===== src/rtl/hevc_interp_pkg.sv =====
// -----------------------------------------------------------------------------
// hevc_interp_pkg
// Shared definitions for the interpolation-filter pixel interface.
//   - state_t : window feeder FSM states (PAD exists only when the
//               HEVC_EDGE_PAD_EN macro is defined)
//   - TAPS    : samples per filter window
//   - PIX_W   : bits per reference pixel
//   - WIN_W   : flattened window width, from win_bits()
// -----------------------------------------------------------------------------
package hevc_interp_pkg;

  localparam int TAPS  = 8;
  localparam int PIX_W = 8;

  function automatic int win_bits();
    return TAPS * PIX_W;
  endfunction

  localparam int WIN_W = win_bits();

`ifdef HEVC_EDGE_PAD_EN
  typedef enum logic [1:0] {
    IDLE   = 2'd0,
    FILL   = 2'd1,
    STREAM = 2'd2,
    PAD    = 2'd3
  } state_t;
`else
  typedef enum logic [1:0] {
    IDLE   = 2'd0,
    FILL   = 2'd1,
    STREAM = 2'd2
  } state_t;
`endif

endpackage


===== src/rtl/hevc_window_shreg.sv =====
// -----------------------------------------------------------------------------
// hevc_window_shreg
// TAPS-deep byte shift register holding the current filter window. New
// samples enter at the top byte; the byte at [7:0] (oldest) falls off.
// Ports:
//   clock     rising-edge clock
//   reset_L   asynchronous active-low reset, clears the window
//   shift_en  shift din into the window this cycle
//   hold      output-hold: freezes the window even if shift_en is high
//   din       sample to shift in
//   window    flattened window, [7:0] oldest, top byte newest
// -----------------------------------------------------------------------------
module hevc_window_shreg
  import hevc_interp_pkg::*;
(
  input  logic             clock,
  input  logic             reset_L,
  input  logic             shift_en,
  input  logic             hold,
  input  logic [PIX_W-1:0] din,
  output logic [WIN_W-1:0] window
);

  always_ff @(posedge clock or negedge reset_L) begin
    if (!reset_L) begin
      window <= '0;
    end else if (shift_en && !hold) begin
      window <= {din, window[WIN_W-1:PIX_W]};
    end
  end

endmodule


===== src/rtl/hevc_window_feeder.sv =====
// -----------------------------------------------------------------------------
// hevc_window_feeder
// Converts a serial stream of reference pixels into TAPS-sample sliding
// windows for the FIR filter bank, one window per integer output position,
// WIDTH windows per row, valid/ready on both sides.
//
// Optional feature: define HEVC_EDGE_PAD_EN to have the block replicate the
// row edges itself (source then supplies WIDTH pixels instead of WIDTH+7).
//
// Ports:
//   clock      rising-edge clock
//   reset_L    asynchronous active-low reset
//   start      row-start command, honoured only in IDLE
//   frac_cfg   fractional position, latched on an accepted start
//   pix_in     reference pixel
//   pix_valid  pix_in valid
//   pix_ready  pixel accepted this cycle when pix_valid is also high
//   window     flattened window, [7:0] oldest sample, [63:56] newest
//   so         fractional tag travelling with the window
//   win_valid  window / so / win_last valid
//   win_ready  downstream accepts the window
//   win_last   final window of the row
//   busy       high in every state except IDLE
// -----------------------------------------------------------------------------
module hevc_window_feeder
  import hevc_interp_pkg::*;
#(
  parameter int WIDTH = 16,
  parameter int CNT_W = $clog2(WIDTH + 8)
) (
  input  logic             clock,
  input  logic             reset_L,
  input  logic             start,
  input  logic [1:0]       frac_cfg,
  input  logic [PIX_W-1:0] pix_in,
  input  logic             pix_valid,
  output logic             pix_ready,
  output logic [WIN_W-1:0] window,
  output logic [1:0]       so,
  output logic             win_valid,
  input  logic             win_ready,
  output logic             win_last,
  output logic             busy
);

  // Shifts needed per row, the shift that completes the first full window,
  // and the index of the final window.
  localparam logic [CNT_W-1:0] SH_TOT  = CNT_W'(WIDTH + TAPS - 1);
  localparam logic [CNT_W-1:0] SH_PRE  = CNT_W'(TAPS - 1);
  localparam logic [CNT_W-1:0] WIN_END = CNT_W'(WIDTH - 1);

  state_t           state;
  logic [CNT_W-1:0] sh_cnt;
  logic [CNT_W-1:0] win_cnt;
  logic             out_ok;
  logic             pix_xfer;
  logic             win_xfer;
  logic             row_done;
  logic             full_next;
  logic             shift;
  logic [PIX_W-1:0] shift_data;

  // A new window may be produced only if the output slot is free or is
  // being handed off in this same cycle.
  assign out_ok    = !win_valid || win_ready;
  assign win_xfer  = win_valid && win_ready;
  assign row_done  = win_xfer && (win_cnt == WIN_END);
  assign win_last  = win_valid && (win_cnt == WIN_END);
  assign busy      = (state != IDLE);
  assign pix_xfer  = pix_valid && pix_ready;
  // This shift fills (or keeps) the window complete.
  assign full_next = (sh_cnt >= SH_PRE);

`ifdef HEVC_EDGE_PAD_EN
  localparam logic [CNT_W-1:0] PX_END = CNT_W'(WIDTH);

  logic [CNT_W-1:0] px_cnt;
  logic [2:0]       rep_cnt;
  logic [2:0]       rep_load;
  logic [PIX_W-1:0] rep_pix;
  logic             int_shift;

  assign pix_ready  = ((state == FILL) || (state == STREAM)) && out_ok && (px_cnt != PX_END);
  assign int_shift  = (state == PAD) && out_ok;
  assign shift      = pix_xfer || int_shift;
  assign shift_data = pix_xfer ? pix_in : rep_pix;

  // Internal copies owed after an accepted pixel: 3 after the first (left
  // edge), 4 after the last (right edge); both when WIDTH is 1.
  always_comb begin
    rep_load = 3'd0;
    if (px_cnt == '0) begin
      rep_load = 3'd3;
    end
    if (px_cnt == WIN_END) begin
      rep_load = rep_load + 3'd4;
    end
  end
`else
  assign pix_ready  = (state == FILL) ||
                      ((state == STREAM) && out_ok && (sh_cnt != SH_TOT));
  assign shift      = pix_xfer;
  assign shift_data = pix_in;
`endif

  always_ff @(posedge clock or negedge reset_L) begin
    if (!reset_L) begin
      state     <= IDLE;
      so        <= '0;
      win_valid <= 1'b0;
      sh_cnt    <= '0;
      win_cnt   <= '0;
`ifdef HEVC_EDGE_PAD_EN
      px_cnt    <= '0;
      rep_cnt   <= '0;
      rep_pix   <= '0;
`endif
    end else begin
      if ((state == IDLE) && start) begin
        so    <= frac_cfg;
        state <= FILL;
      end

      if (shift && (sh_cnt != SH_TOT)) begin
        sh_cnt <= sh_cnt + 1'b1;
      end

      if (shift && full_next) begin
        win_valid <= 1'b1;
      end else if (win_xfer) begin
        win_valid <= 1'b0;
      end

      if (win_xfer && (win_cnt != WIN_END)) begin
        win_cnt <= win_cnt + 1'b1;
      end

`ifdef HEVC_EDGE_PAD_EN
      if (pix_xfer) begin
        rep_pix <= pix_in;
        if (px_cnt != PX_END) begin
          px_cnt <= px_cnt + 1'b1;
        end
        if (rep_load != 3'd0) begin
          rep_cnt <= rep_load;
          state   <= PAD;
        end else if (full_next) begin
          state <= STREAM;
        end
      end

      if (int_shift) begin
        rep_cnt <= rep_cnt - 3'd1;
        if (rep_cnt == 3'd1) begin
          state <= full_next ? STREAM : FILL;
        end
      end
`else
      if ((state == FILL) && shift && full_next) begin
        state <= STREAM;
      end
`endif

      // Final window handed off: row complete, everything back to idle.
      if (row_done) begin
        state     <= IDLE;
        win_valid <= 1'b0;
        sh_cnt    <= '0;
        win_cnt   <= '0;
`ifdef HEVC_EDGE_PAD_EN
        px_cnt    <= '0;
        rep_cnt   <= '0;
`endif
      end
    end
  end

  hevc_window_shreg u_shreg (
    .clock    (clock),
    .reset_L  (reset_L),
    .shift_en (shift),
    .hold     (!out_ok),
    .din      (shift_data),
    .window   (window)
  );

endmodule


===== config.mk =====
export PLATFORM = sky130hd
export DESIGN_NAME = hevc_window_feeder
export DESIGN_NICKNAME = d
export VERILOG_FILES = /design/src/rtl/hevc_interp_pkg.sv /design/src/rtl/hevc_window_shreg.sv /design/src/rtl/hevc_window_feeder.sv
export SDC_FILE = /design/constraint.sdc
export NUM_CORES = 1
export LEC_CHECK = 0
export CORE_MARGIN = 2
export CORE_UTILIZATION = 53
export CTS_BUF_LIST = sky130_fd_sc_hd__clkbuf_16
export CTS_CLUSTER_SIZE = 30
export DETAILED_ROUTE_END_ITERATION = 7
export GPL_TIMING_DRIVEN = 0
export PLACE_DENSITY = 0.85
export SKIP_LAST_GASP = 1
export SLEW_MARGIN = 20
export SYNTH_ARGS = -nofsm -noshare
export SYNTH_HDL_FRONTEND = slang
export SYNTH_SLANG_ARGS = --single-unit

===== constraint.sdc =====
create_clock -name clock -period 5.4 [get_ports clock]
set_input_delay 0.81 -clock clock [delete_from_list [all_inputs] [get_ports clock]]
set_output_delay 0.81 -clock clock [all_outputs]
set_load 0.1 [all_outputs]

# ---- After elaboration in Yosys (flattened, before gate mapping)
# Index checks and enable logic that the tools add are counted.
dict set report totals {
  register_bits 79
  latch_bits 0
  ram_bits 0
  rom_bits 0
  input_bits 15
  word_cells 46
  mem_count 0
}
dict set report classes {
  addsub 2
  mul 0
  div_mod_pow 0
  n_lt_le_gt_ge 1
  eq_ne 5
  shift 0
  n_mux 10
  bitwise 0
  reduce_logical 22
}
# cell count
set ops {}
lappend ops {{$mux W5} 4}
lappend ops {{$logic_and A1 B1 Y1} 13}
lappend ops {{$add A5 B1 Y5 const B} 2}
lappend ops {{$mux W2} 3}
lappend ops {{$reduce_bool A2 Y1} 3}
lappend ops {{$reduce_bool A3 Y1} 2}
lappend ops {{$eq A5 B4 Y1 const B} 1}
lappend ops {{$ge A5 B3 Y1 const B} 1}
lappend ops {{$ne A5 B4 Y1 const B} 1}
lappend ops {{$ne A5 B5 Y1 const B} 1}
lappend ops {{$mux W1} 3}
lappend ops {{$eq A2 B1 Y1 const B} 1}
lappend ops {{$eq A2 B2 Y1 const B} 1}
lappend ops {{$logic_not A2 Y1} 1}
lappend ops {{$logic_or A1 B1 Y1} 2}
lappend ops {{$logic_not A1 Y1} 1}

# ---- Logic depth before layout (Yosys ltp)
# Gate-level depths: netlist (run 1).
dict set report logic_depth {
  word_depth 10
  depth_mapped 6
  ltp_nobuf 6
}

# ---- Cells and area by module
# A second synthesis (run 1) with hierarchy kept.
dict set report hier_totals {
  cells_unflattened 216
  hier_area_um2 3535.9
}
# module n_inst cells_each area_per_inst_um2
set modules_own_cells {}
lappend modules_own_cells {hevc_window_shreg 1 136 2701.3}
lappend modules_own_cells {hevc_window_feeder 1 80 834.6}

# ---- Worst setup path after synthesis (run 1)
# No wires, ideal clock.
dict set report synth_path {
  path_type {register to output}
  from {register win_valid}
  to {output port pix_ready}
  t_arrival_ns 1.831
  slack_ns 2.759
  stages_incl_launch_ff 4
  path_buffers 0
  path_cell_list {dfrtp_1 > nand2b_1 > a31oi_2 > inv_1}
}
dict set report synth_via {
  elab_chain_len 5
}
# element line_no
set synth_lines {}
lappend synth_lines {{start, declared} hevc_window_feeder.sv:40} ;# output logic win_valid,
lappend synth_lines {{start signal, assigned} hevc_window_feeder.sv:110} ;# win_valid <= 1'b0;
lappend synth_lines {{start signal, assigned} hevc_window_feeder.sv:129} ;# win_valid <= 1'b1;
lappend synth_lines {{start signal, assigned} hevc_window_feeder.sv:131} ;# win_valid <= 1'b0;
lappend synth_lines {{$logic_not A1 Y1} hevc_window_feeder.sv:65} ;# assign out_ok = !win_valid || win_ready;
lappend synth_lines {{$logic_or A1 B1 Y1} hevc_window_feeder.sv:65}
lappend synth_lines {{$logic_and A1 B1 Y1 (2 in a row)} hevc_window_feeder.sv:101} ;# ((state == STREAM) && out_ok && (sh_cnt != SH_TOT));
lappend synth_lines {{$logic_or A1 B1 Y1} hevc_window_feeder.sv:100} ;# assign pix_ready = (state == FILL) ||
lappend synth_lines {{end, declared} hevc_window_feeder.sv:37} ;# output logic pix_ready,
# No other way between the ends.

# ---- Worst setup path after layout (run 1)
dict set report layout_path {
  from {input port win_ready}
  to {output port pix_ready}
}
dict set report layout_via {
  elab_chain_len 4
}
# element line_no
set layout_lines {}
lappend layout_lines {{start, declared} hevc_window_feeder.sv:41} ;# input logic win_ready,
lappend layout_lines {{$logic_or A1 B1 Y1} hevc_window_feeder.sv:65}
lappend layout_lines {{$logic_and A1 B1 Y1 (2 in a row)} hevc_window_feeder.sv:101}
lappend layout_lines {{$logic_or A1 B1 Y1} hevc_window_feeder.sv:100}
# No other way between the ends.

==> impl.org, run 1 <==
** Drt
- Iteration-0 DRC count of the detailed router :: 54
- Summing over every cut layer, the via total after detailed routing is 2,083.
- DRT met1 WL :: 3.04 mm
- Final WL :: 7.15 mm
- Met3 layer wire length in the routed design :: approximately 370 um
- The first detailed-routing pass took 4 iterations.
- Detailed route wirelength on metal2 :: between 3 and 4 mm
- Via density per instance :: around 5.3
- Antenna violation net count after detailed routing :: 0
- Uppermost routed layer :: met4
- Routed length per instance :: approximately 18 um
- After detailed routing, the number of remaining DRC violations is 0.

** Timing
- Upper clock frequency limit :: 272 MHz
- Clock Skews :: 0.00527 ns
- Setup violations remaining at the end of the flow were counted as 0.
- Final Hold Violating Endpoints :: 0
- Max-Slew Margin vs Limit :: 0.321
- Tightest Pin Transition :: 1.01 ns
- Setup TNS Final :: 0 ns
- Of the available clock period, the critical path in the final layout requires 0.681.
- Min setup slack post-route :: 1.72 ns
- The max-slew violation count was 0.
- Period minus WS final :: 3.68 ns
- Setup repair after global routing left no endpoint under its margin.

** Run status
- The run finished with clean final reports.

** Clock tree
- Count of buffers added by post-CTS timing repair for setup :: 0
- Gates resized during post-CTS repair numbered 0.
- CTS saw between 70 and 80 sinks.
- Buffers inserted to repair hold after CTS numbered 0.
- Clock latency reported for the late side of the worst-skew pair :: 0.33 ns
- Clock Tree Root :: sky130_fd_sc_hd__clkbuf_16
- In this run the deepest clock path goes through 2 buffers.
- CTS H-Tree Depth :: 3
- TritonCTS built the clock tree.
- Inserted Clock Buffers :: 9
- Reg clk slew, reported paths :: ~0.06 ns

** Layout
- From synthesis to final layout, the design area changed by 35.1%.
- At the end of the flow the core is filled with cells to 0.742.
- Fraction of layout instances using a drive strength above 1 :: 0.297
- The number of antenna diodes in the final layout is 0.
- Final layout net count :: 330

** Place
- Number of buffers added on ports :: 84
- The HPWL after detailed placement is 4.98 mm.
- Final weighted congestion in routability-driven placement :: between 0.7 and 0.8
- Post-place setup slack :: roughly 1.7 ns

** Yosys
- Number of synthesized register bits :: 79
- Post-Synthesis Cell Area :: 0.00350 mm^2
- Mean instance size in the synthesized netlist :: around 16 um^2
- The netlist uses 32 different library cells.
- Total number of yosys warnings :: 0
- Counting every instance in the synthesized netlist gives 217.
- Counting every net in the synthesized netlist gives between 200 and 250.
- The share of synthesized area in the top cell type comes to 0.564.
- The largest total area in the synthesized netlist belongs to sky130_fd_sc_hd__dfrtp_1.
- Of the synthesized area, sequential elements account for 0.564.
- Top area cells in the synthesized netlist :: sky130_fd_sc_hd__dfrtp_1 (56%), sky130_fd_sc_hd__mux2_4 (26%), sky130_fd_sc_hd__buf_12 (3.4%)

** Setup path
- The critical path is of the input port to output pin type.
- Counting stages on the worst path, the most repeated cell is sky130_fd_sc_hd__clkdlybuf4s50_1.
- Kind of cell adding the most delay to the critical path :: buffers and inverters
- Critical Path Max Stage Delay :: 1.13 ns
- Data on the critical path arrives at its endpoint at 2.87 ns.
- Walking the worst path, the cells encountered are clkdlybuf4s50_1 > nand2b_1 > a31oi_2 > inv_1 > clkdlybuf4s50_1.
- Required time at the worst-slack endpoint :: 4.59 ns
- Maximum net fanout on the critical path :: 4
- Slowest stage cell, crit path :: sky130_fd_sc_hd__clkdlybuf4s50_1
- The worst setup path is captured at an output pin.
- STA classifies the critical path startpoint as an input port.
- The number of buffers and inverters on the critical path is 3.

** Flow run
- Max Cap Violations :: 0

** GRT
- The first global-routing pass estimated between 10 and 15 mm of wire.
- Largest net degree at the start of global routing :: 43
- The via count of the first global-routing pass was between 2,000 and 2,500.
- For this run, the total global-route usage over all layers was measured as 0.212.
- Summed over all layers, the global routing overflow is 0.
- Number of antenna violations at the first check in global routing :: 0

** Floorplan
- For this design the top-level I/O count stands at 85.
- Height of the chip :: 85.3 um
- Horizontal die dimension :: 85.3 um
- Core area :: roughly 0.0064 mm^2
- The die covers 0.00728 mm^2.
- The initial utilization of the core area, before any placement, comes to 0.549.
- Cell row count :: 29

** Hold path
- The path class of the tightest hold or removal check is input port to asynchronous set/reset pin.
-- layout by cell type (no fill, tap or decap) --
cell type                         instances
sky130_fd_sc_hd__clkbuf_16                9
sky130_fd_sc_hd__nor3_1                   4
sky130_fd_sc_hd__clkinvlp_4               1
sky130_fd_sc_hd__mux2_2                   6
sky130_fd_sc_hd__or4b_1                   1
sky130_fd_sc_hd__or3_1                    1
sky130_fd_sc_hd__clkdlybuf4s50_1         83
sky130_fd_sc_hd__clkinv_2                 2
sky130_fd_sc_hd__buf_12                   7
sky130_fd_sc_hd__mux2_4                  60
sky130_fd_sc_hd__nand3_1                  3
sky130_fd_sc_hd__a21o_1                   1
sky130_fd_sc_hd__a31oi_2                  1
sky130_fd_sc_hd__dfrtp_1                 79
sky130_fd_sc_hd__xnor2_1                  1
sky130_fd_sc_hd__nand4_1                  1
sky130_fd_sc_hd__and2_1                   3
sky130_fd_sc_hd__or4_1                    2
sky130_fd_sc_hd__nand4b_1                 1
sky130_fd_sc_hd__a21oi_1                  9
sky130_fd_sc_hd__o31ai_1                  4
sky130_fd_sc_hd__bufinv_16                1
sky130_fd_sc_hd__nor2_8                   1
sky130_fd_sc_hd__nor2_1                   3
sky130_fd_sc_hd__ha_1                     2
sky130_fd_sc_hd__a21oi_4                  1
sky130_fd_sc_hd__and4b_1                  2
sky130_fd_sc_hd__nand2b_1                 1
sky130_fd_sc_hd__o21a_1                   1
sky130_fd_sc_hd__nand2_1                 10
sky130_fd_sc_hd__inv_1                    3
sky130_fd_sc_hd__nand4b_4                 1
sky130_fd_sc_hd__clkbuf_1                 1
sky130_fd_sc_hd__o21ai_0                  4
sky130_fd_sc_hd__buf_4                    1
sky130_fd_sc_hd__and2b_2                  2
sky130_fd_sc_hd__clkinv_1                 1
sky130_fd_sc_hd__a2111oi_0                1
sky130_fd_sc_hd__or2_2                    1
-- flip-flops by register name (all words and copies together) (netlist names) --
register        count
so                  2
win_cnt             5
win_valid           1
sh_cnt              5
state               2
u_shreg.window     64
-- routing by layer --
layer / vias to the layer above / global-route usage
li1: 972 / -
met1: 1042 / 0.273
met2: 62 / 0.352
met3: 7 / 0.0661
met4: 0 / 0.0548
met5: - / 0
-- cells in the mapped netlist (all sizes together) --
cell type / instances
nand3: 3
o21a: 1
a21o: 1
and2b: 2
o21ai: 4
ha: 2
mux2: 66
a21oi: 10
and4b: 2
clkbuf: 1
buf: 6
or3: 1
nor3: 4
inv: 3
or4: 2
xnor2: 1
o31ai: 4
and2: 3
a31oi: 1
nor2: 4
dfrtp: 79
nand2: 10
a2111oi: 1
nand2b: 1
or2: 1
nand4: 1
or4b: 1
nand4b: 2
-- metrics by stage --
stage | hold WS (ns) | cells | instance area [um^2]
6_report | 0.461 | 393 | 4740
3_3_place_gp | 0.468 | 378 | 4440
5_1_grt | 0.508 | 393 | 4740
2_1_floorplan | 0.451 | 217 | 3500
3_5_place_dp | 0.493 | 379 | 4460
4_1_cts | 0.469 | 393 | 4740
-- cell families after synthesis --
group | after synthesis | synth area share
and+or+nand+nor | 37 | 0.0693
xor gates and xnor gates | 1 | 0.00250
adders and majority gates | 2 | 0.00714
buffers and inverters | 10 | 0.0386
AOI/OAI and AO/OA | 22 | 0.0421
muxes | 66 | 0.276
DFF | 79 | 0.564
-- cell type report --
class                      instances  area [um^2]
sequential                        79         1980
fill                             395         1650
multi-input combinational        128         1390
timing repair buffer              85          858
clock buffer                       9          225
buffer                             7          124
tap                               77         96.3
clock inverter                     5         51.3
inverter                           3         11.3
-- final timing paths --
kind	cells after the start	end	slack, ns	from
worst max register to register	6	u_shreg.window[0]	3.53	sh_cnt[0]
worst min register to register	1	u_shreg.window[5]	0.51	u_shreg.window[5]
min in group clock	1	u_shreg.window[5]	0.51	u_shreg.window[5]
max in group asynchronous	2	sh_cnt[0]	4.36	reset_L
worst min-delay path	1	u_shreg.window[0]	0.46	reset_L
worst max-delay path	5	pix_ready	1.72	win_ready
Power of run 1 is not shown: default switching activity piles up to over one toggle a cycle in this logic, so the estimate is an artifact.
==> inputs of run 2 (changes only) <==
--- a/config.mk
+++ b/config.mk
@@ -6,12 +6,12 @@
 export NUM_CORES = 1
 export LEC_CHECK = 0
 export CORE_MARGIN = 2
-export CORE_UTILIZATION = 53
+export CORE_UTILIZATION = 45
 export CTS_BUF_LIST = sky130_fd_sc_hd__clkbuf_16
 export CTS_CLUSTER_SIZE = 30
 export DETAILED_ROUTE_END_ITERATION = 7
 export GPL_TIMING_DRIVEN = 0
-export PLACE_DENSITY = 0.85
+export PLACE_DENSITY = 0.77
 export SKIP_LAST_GASP = 1
 export SLEW_MARGIN = 20
 export SYNTH_ARGS = -nofsm -noshare
==> constraint.sdc (replaced) <==
create_clock -name clock -period 3.1 [get_ports clock]
set_input_delay 0.465 -clock clock [delete_from_list [all_inputs] [get_ports clock]]
set_output_delay 0.465 -clock clock [all_outputs]
set_load 0.1 [all_outputs]
==> run 2 against run 1 <==
Net effect:
- critical path depth unchanged
- wire length shrank 12%
- die area grew 17%
- first-iteration DRC count down 3.7%
- core utilization down 11 points
- worst setup slack worse by 1.6 ns
- clock skew rose by 0.0028 ns
- register-to-register slack got worse by 2.3 ns
- non-clock buffer count unchanged
- worst hold slack worse by 0.41 ns
- global-route usage is 5.2 points lower
- final area up 1.9%
- critical path type unchanged
==> impl.org, run 2 (same netlist as run 1, synthesis figures left out) <==
** Run status
- The run finished with clean final reports.

** Layout
- The number of nets in the layout came to 330 (unchanged).
- The largest registers in the layout are u_shreg.window (64), sh_cnt (5), win_cnt (5).
- Number of flip-flops under the largest register name :: 64 (unchanged)
- Compared with the post-synthesis result, the final layout area differs by 37.7%.
- Most used cells in the layout excluding fill and tap cells :: sky130_fd_sc_hd__clkdlybuf4s50_1 (83), sky130_fd_sc_hd__dfrtp_1 (79), sky130_fd_sc_hd__mux2_4 (60)
- The ratio of cells with drive above 1 in the final layout came to 0.305 (+0.00756).
- Leaving out fill and tap cells, the most frequent cell in the layout is sky130_fd_sc_hd__clkdlybuf4s50_1.
- Total inserted antenna cells :: 0 (unchanged)
- The register with the most flip-flops in the final layout is u_shreg.window.

** Clock tree
- CTS H-Tree Depth :: 3 (unchanged)
- The latest clock arrival within the worst-skew pair came to 0.33 ns (about the same).
- The maximum count of clock buffers along a single path was 2 (unchanged).
- The number of buffers added for setup after CTS came to 0 (unchanged).
- The clock-pin slew on the worst setup and hold paths is 0.06 ns (about the same).
- Total of hold buffers inserted after clock tree synthesis :: 0 (unchanged)
- The number of sinks driven by the clock tree came to 79 (unchanged).
- The post-cts repair resize count came to 0 (unchanged).
- The tree is rooted in a sky130_fd_sc_hd__clkbuf_16.
- Clock tree from TritonCTS :: yes
- Inserted Clock Buffers :: 9 (unchanged)

** Timing
- The worst-case headroom to the max-slew limit came to 0.326 (+0.00505).
- Final setup violation count :: 0 (unchanged)
- The routed design could run at a clock period as short as 2.99 ns.
- RSZ-0062 raised after global routing :: no
- Pins over their slew limit :: 0 (unchanged)
- Tightest Pin Transition :: 1.01 ns (-0.00755 ns)
- The total negative slack for setup checks was 0 ns (unchanged).
- In the finished design, the share of the clock period the worst path needs comes to 0.966.
- Upper clock frequency limit :: 334 MHz
- Final Hold Violating Endpoints :: 0 (unchanged)
- The largest clock skew in the final design was 0.00809 ns (+0.00282 ns).

** Drt
- Total via count after detailed routing :: 2,101 (+0.86%)
- The number of vias per cell after detailed routing was 5.00 (-5.6%).
- The count of nets left with antenna violations after detail routing is 0 (unchanged).
- The number of detailed-route iterations in the first pass is 4 (unchanged).
- The number of DRC violations after detailed-routing iteration 0 came to 52 (-3.7%).
- DRC errors left :: 0 (unchanged)
- The final routed wirelength across all metal layers was 6.31 mm (-12%).
- The final routed wire length divided by cell count is 15.0 um (-17%).

** Setup path
- Worst setup path category :: input port to output pin
- STA classifies the critical path startpoint as an input port.
- The data arrival at the endpoint of the critical path came to 2.53 ns (-0.34 ns).
- Maximum net fanout on the critical path :: 4 (unchanged)
- Required time at the worst-slack endpoint :: 2.63 ns (-1.96 ns)
- The worst setup path is captured at an output pin.
- Depth of the most critical reg-to-reg path :: 6 (unchanged)

** Floorplan
- The die boundary width was 92.3 um (+8.1%).
- Top-Level Pins :: 85 (unchanged)
- The total die area is 0.00851 mm^2 (+17%).
- Initial core utilization :: 0.458 (-0.0905)
- The core area is 0.00765 mm^2 (+20%).
- The number of rows in the core area was 32 (+10%).
- The die outline height is 92.3 um (+8.1%).

** GRT
- Global-route congestion overflow total :: 0 (unchanged)
- Number of global-route vias before repair :: 2,143 (-1.9%)
- Gr usage total :: 0.161 (-0.0516)
- Largest net degree at the start of global routing :: 55 (+28%)
- Number of antenna violations at the first check in global routing :: 0 (unchanged)
- The wire length of the first global-routing pass was 10.7 mm (-9.6%).

** Flow run
- The reported max-cap violation count is 0 (unchanged).

** Place
- The global placer's final weighted congestion was 0.775 (+9.2%).
- Number of buffers added on ports :: 84 (unchanged)
- Placed wire-length estimate after detailed placement :: 4.57 mm (-8.4%)

** Hold path
- Min-Delay Path Class :: input port to asynchronous set/reset pin
==> run 2: final timing paths <==
kind	slack, ns	start	to
min in group clock	0.49	win_cnt[4]	win_cnt[4]
min reg2reg	0.49	win_cnt[4]	win_cnt[4]
max	0.11	win_ready	pix_ready
max reg2reg	1.24	sh_cnt[0]	u_shreg.window[59]
max in group asynchronous	2.49	reset_L	u_shreg.window[50]
min	0.05	reset_L	win_cnt[3]
==> run 2: area by class of cell <==
type	instances	area, um^2
clock buffers	9	225
repair buffers	85	866
plain buffers	7	124
clock inverters	7	101
flip-flops and latches	79	1980
well taps	102	128
multi-input cells	128	1390
inverters	3	11.3
fillers	591	2820
==> run 2: critical path, stage by stage <==
cell,delay (ns)
sky130_fd_sc_hd__clkdlybuf4s50_1,0.49
sky130_fd_sc_hd__nand2b_1,0.21
sky130_fd_sc_hd__a31oi_2,0.14
sky130_fd_sc_hd__inv_1,0.09
sky130_fd_sc_hd__clkdlybuf4s50_1,1.13
==> run 2: layer usage <==
metal	up-vias	part of all wire	track usage
li1	971	-	-
met1	1047	0.46	0.213
met2	74	0.46	0.247
met3	9	0.066	0.0460
met4	0	0.018	0.0709
met5	-	0	0
==> run 2: stage by stage <==
step           hold slack, ns  instance area, um^2  cells  setup slack, ns   util
2_1_floorplan           0.169                 3500    217            0.804      -
3_3_place_gp            0.469                 4470    403            -1.27  0.585
3_5_place_dp            0.413                 4500    404            0.119  0.588
4_1_cts                0.0592                 4820    420            0.113  0.631
5_1_grt                0.0697                 4820    420           0.0261  0.631
6_report               0.0534                 4820    420            0.106  0.631
Power of run 2 is left out for the same reason.
==> inputs of run 3 (changes only) <==
--- a/config.mk
+++ b/config.mk
@@ -11,9 +11,10 @@
 export CTS_CLUSTER_SIZE = 30
 export DETAILED_ROUTE_END_ITERATION = 7
 export GPL_TIMING_DRIVEN = 0
-export PLACE_DENSITY = 0.77
+export PLACE_DENSITY_LB_ADDON = 0.15
 export SKIP_LAST_GASP = 1
 export SLEW_MARGIN = 20
 export SYNTH_ARGS = -nofsm -noshare
 export SYNTH_HDL_FRONTEND = slang
 export SYNTH_SLANG_ARGS = --single-unit
+export TNS_END_PERCENT = 50
==> run 3 against run 2 <==
Net effect:
- wire length up 4.6%
- via count down 2.1%
- critical path type is now flop to output pin
- largest cell class unchanged
- first-iteration DRC count up 25%
- die area unchanged
- critical endpoint is now win_last
- sequential cell count unchanged
==> impl.org, run 3 (same netlist as run 1, synthesis figures left out) <==
** GRT
- The total routing resource utilization after global routing came to 0.166 (+0.00507).
- Number of antenna violations at the first check in global routing :: 0 (unchanged)
- Number of global-route vias before repair :: 2,019 (-5.8%)
- Wire length of the first global-routing pass :: 10.7 mm (+0.58%)
- The pin count of the biggest net entering global routing came to 44 (-20%).
- The total congestion overflow after global routing is 0 (unchanged).

** Layout
- The largest registers in the layout are u_shreg.window (64), sh_cnt (5), win_cnt (5).
- In the layout the commonest cells are sky130_fd_sc_hd__clkdlybuf4s50_1 (82), sky130_fd_sc_hd__dfrtp_1 (79), sky130_fd_sc_hd__mux2_4 (60).
- The number of flip-flops under the largest register name came to 64 (unchanged).
- The ratio of cells with drive above 1 in the final layout is 0.305 (unchanged).
- Total inserted antenna cells :: 0 (unchanged)
- The final cell area excluding filler cells was 0.00480 mm^2 (-0.57%).
- The area growth from synthesis to layout is 36.9%.
- Final layout net count :: 330 (unchanged)
- The number of filler cells placed in the layout came to 594 (+0.51%).
- Most common library cell in the layout ignoring fill and taps :: sky130_fd_sc_hd__clkdlybuf4s50_1
- The register with the most flip-flops in the final layout is u_shreg.window.

** Setup path
- The critical path is of the flop to output pin type.
- Crit path capture :: win_last
- STA classifies the critical path startpoint as a flop.
- Required time at the worst-slack endpoint :: 2.63 ns (about the same)
- The startpoint identified for the worst register-to-register timing path is sh_cnt[0].
- Flop2flop setup slack :: 1.22 ns (-0.02 ns)
- Type of element capturing the critical path :: output pin
- The worst-path maximum fanout is 6 (+2).
- In this run the worst setup path begins at win_cnt[0].
- Endpoint of the worst register-to-register path :: u_shreg.window[1]
- Depth of the most critical reg-to-reg path :: 6 (unchanged)
- The data arrival at the endpoint of the critical path was 2.48 ns (-0.05 ns).

** Timing
- RSZ-0062 raised after global routing :: no
- Final Hold Violating Endpoints :: 0 (unchanged)
- The final cycle utilization of the critical path is 0.949 (-0.0172).
- Setup TNS Final :: 0 ns (unchanged)
- The worst-case headroom to the max-slew limit was 0.319 (-0.00717).
- The shortest period the worst path allows is 2.94 ns (-0.0532 ns).
- The final worst setup slack is 0.159 ns (+0.0532 ns).
- The worst-margin pin slew was 1.02 ns (+0.0107 ns).
- The largest clock skew in the final design was 0.00521 ns (-0.00287 ns).
- The final number of setup-violating endpoints is 0 (unchanged).
- The max-slew violation count was 0 (unchanged).
- Upper clock frequency limit :: 340 MHz (+1.8%)

** Hold path
- The tightest min-delay check is of the input port to asynchronous set/reset pin type.

** Clock tree
- Inserted Clock Buffers :: 9 (unchanged)
- The count of hold-fix buffers inserted at cts is 0 (unchanged).
- Clock tree from TritonCTS :: yes
- Clock Tree Root :: sky130_fd_sc_hd__clkbuf_16
- Count of clock tree sinks :: 79 (unchanged)
- Reg clk slew, reported paths :: 0.06 ns (about the same)
- Clock latency reported for the late side of the worst-skew pair :: 0.33 ns (about the same)
- CTS H-Tree Depth :: 3 (unchanged)
- Buffer levels on the longest clock path :: 2 (unchanged)

** Floorplan
- The number of I/O pins came to 85 (unchanged).
- The initial core utilization was 0.458 (unchanged).
- The total die area was 0.00851 mm^2 (unchanged).
- Core area :: 0.00765 mm^2 (unchanged)
- The number of rows in the core area came to 32 (unchanged).
- The die boundary width came to 92.3 um (unchanged).
- Height of the chip :: 92.3 um (unchanged)

** Drt
- Routed length per instance :: 15.7 um (+4.6%)
- Via density per instance :: 4.90 (-2.1%)
- The number of detailed-route iterations in the first pass was 4 (unchanged).
- Antenna violation net count after detailed routing :: 0 (unchanged)
- Total via count after detailed routing :: 2,057 (-2.1%)
- The count of unresolved DRC violations after routing is 0 (unchanged).
- Iteration-0 DRC count of the detailed router :: 65 (+25%)
- The final routed wirelength across all metal layers is 6.60 mm (+4.6%).

** Place
- Number of buffers added on ports :: 84 (unchanged)
- The worst slack after detailed placement was 0.0870 ns (-0.0318 ns).
- Placed wire-length estimate after detailed placement :: 4.69 mm (+2.7%)
- The global placer's final weighted congestion is 0.727 (-6.2%).
- Placement-stage cell area :: 0.00449 mm^2 (-0.17%)

** Run status
- The run finished with clean final reports.

** Flow run
- The reported max-cap violation count came to 0 (unchanged).
==> run 3: worst min path at each step <==
stage | start | end | slack, ns | depth (start not counted)
floorplan | reset_L | sh_cnt[0] | 0.17 | 0
global placement | win_cnt[4] | win_cnt[4] | 0.47 | 1
detailed placement | reset_L | u_shreg.window[6] | 0.46 | 1
CTS | reset_L | u_shreg.window[6] | 0.10 | 1
global route | reset_L | u_shreg.window[6] | 0.12 | 1
finish | reset_L | u_shreg.window[6] | 0.09 | 1
==> run 3: repair_timing <==
action | 4_1_cts | 5_1_grt
setup endpoints to repair | 0 | 1
buffers inserted | 0 | 0
resized for setup | 0 | 1
==> run 3: area by class of cell <==
cell class | count | area [um^2] | share of cell area
clock inverters | 7 | 78.8 | 0.0164
plain buffers | 7 | 124 | 0.0258
inverters | 3 | 11.3 | 0.00235
clock buffers | 9 | 225 | 0.0469
repair buffers | 85 | 861 | 0.179
flip-flops and latches | 79 | 1980 | 0.412
multi-input cells | 128 | 1390 | 0.290
well taps | 102 | 128 | 0.0266
==> run 3: metal layers <==
metal	share of wire	wire length, um	GRT usage	up-vias
met2	0.48	3150	0.254	62
met3	0.055	364	0.0551	8
met5	0	0	0	-
li1	-	-	-	978
met1	0.45	3000	0.222	1009
met4	0.013	87	0.0560	0
==> run 3: critical path: stages (launching register included) <==
cell,delay [ns]
sky130_fd_sc_hd__dfrtp_1,0.39
sky130_fd_sc_hd__ha_1,0.18
sky130_fd_sc_hd__and4b_1,0.30
sky130_fd_sc_hd__and2_1,0.16
sky130_fd_sc_hd__clkdlybuf4s50_1,1.13
==> run 3: stage by stage <==
step                      cells  hold WS (ns)  utilization
after detailed placement    404         0.459        0.587
after global routing        420         0.116        0.627
after global placement      403         0.469        0.585
final                       420        0.0874        0.627
after CTS                   420         0.102        0.627
after floorplan             217         0.169            -
Power of run 3 is left out for the same reason.
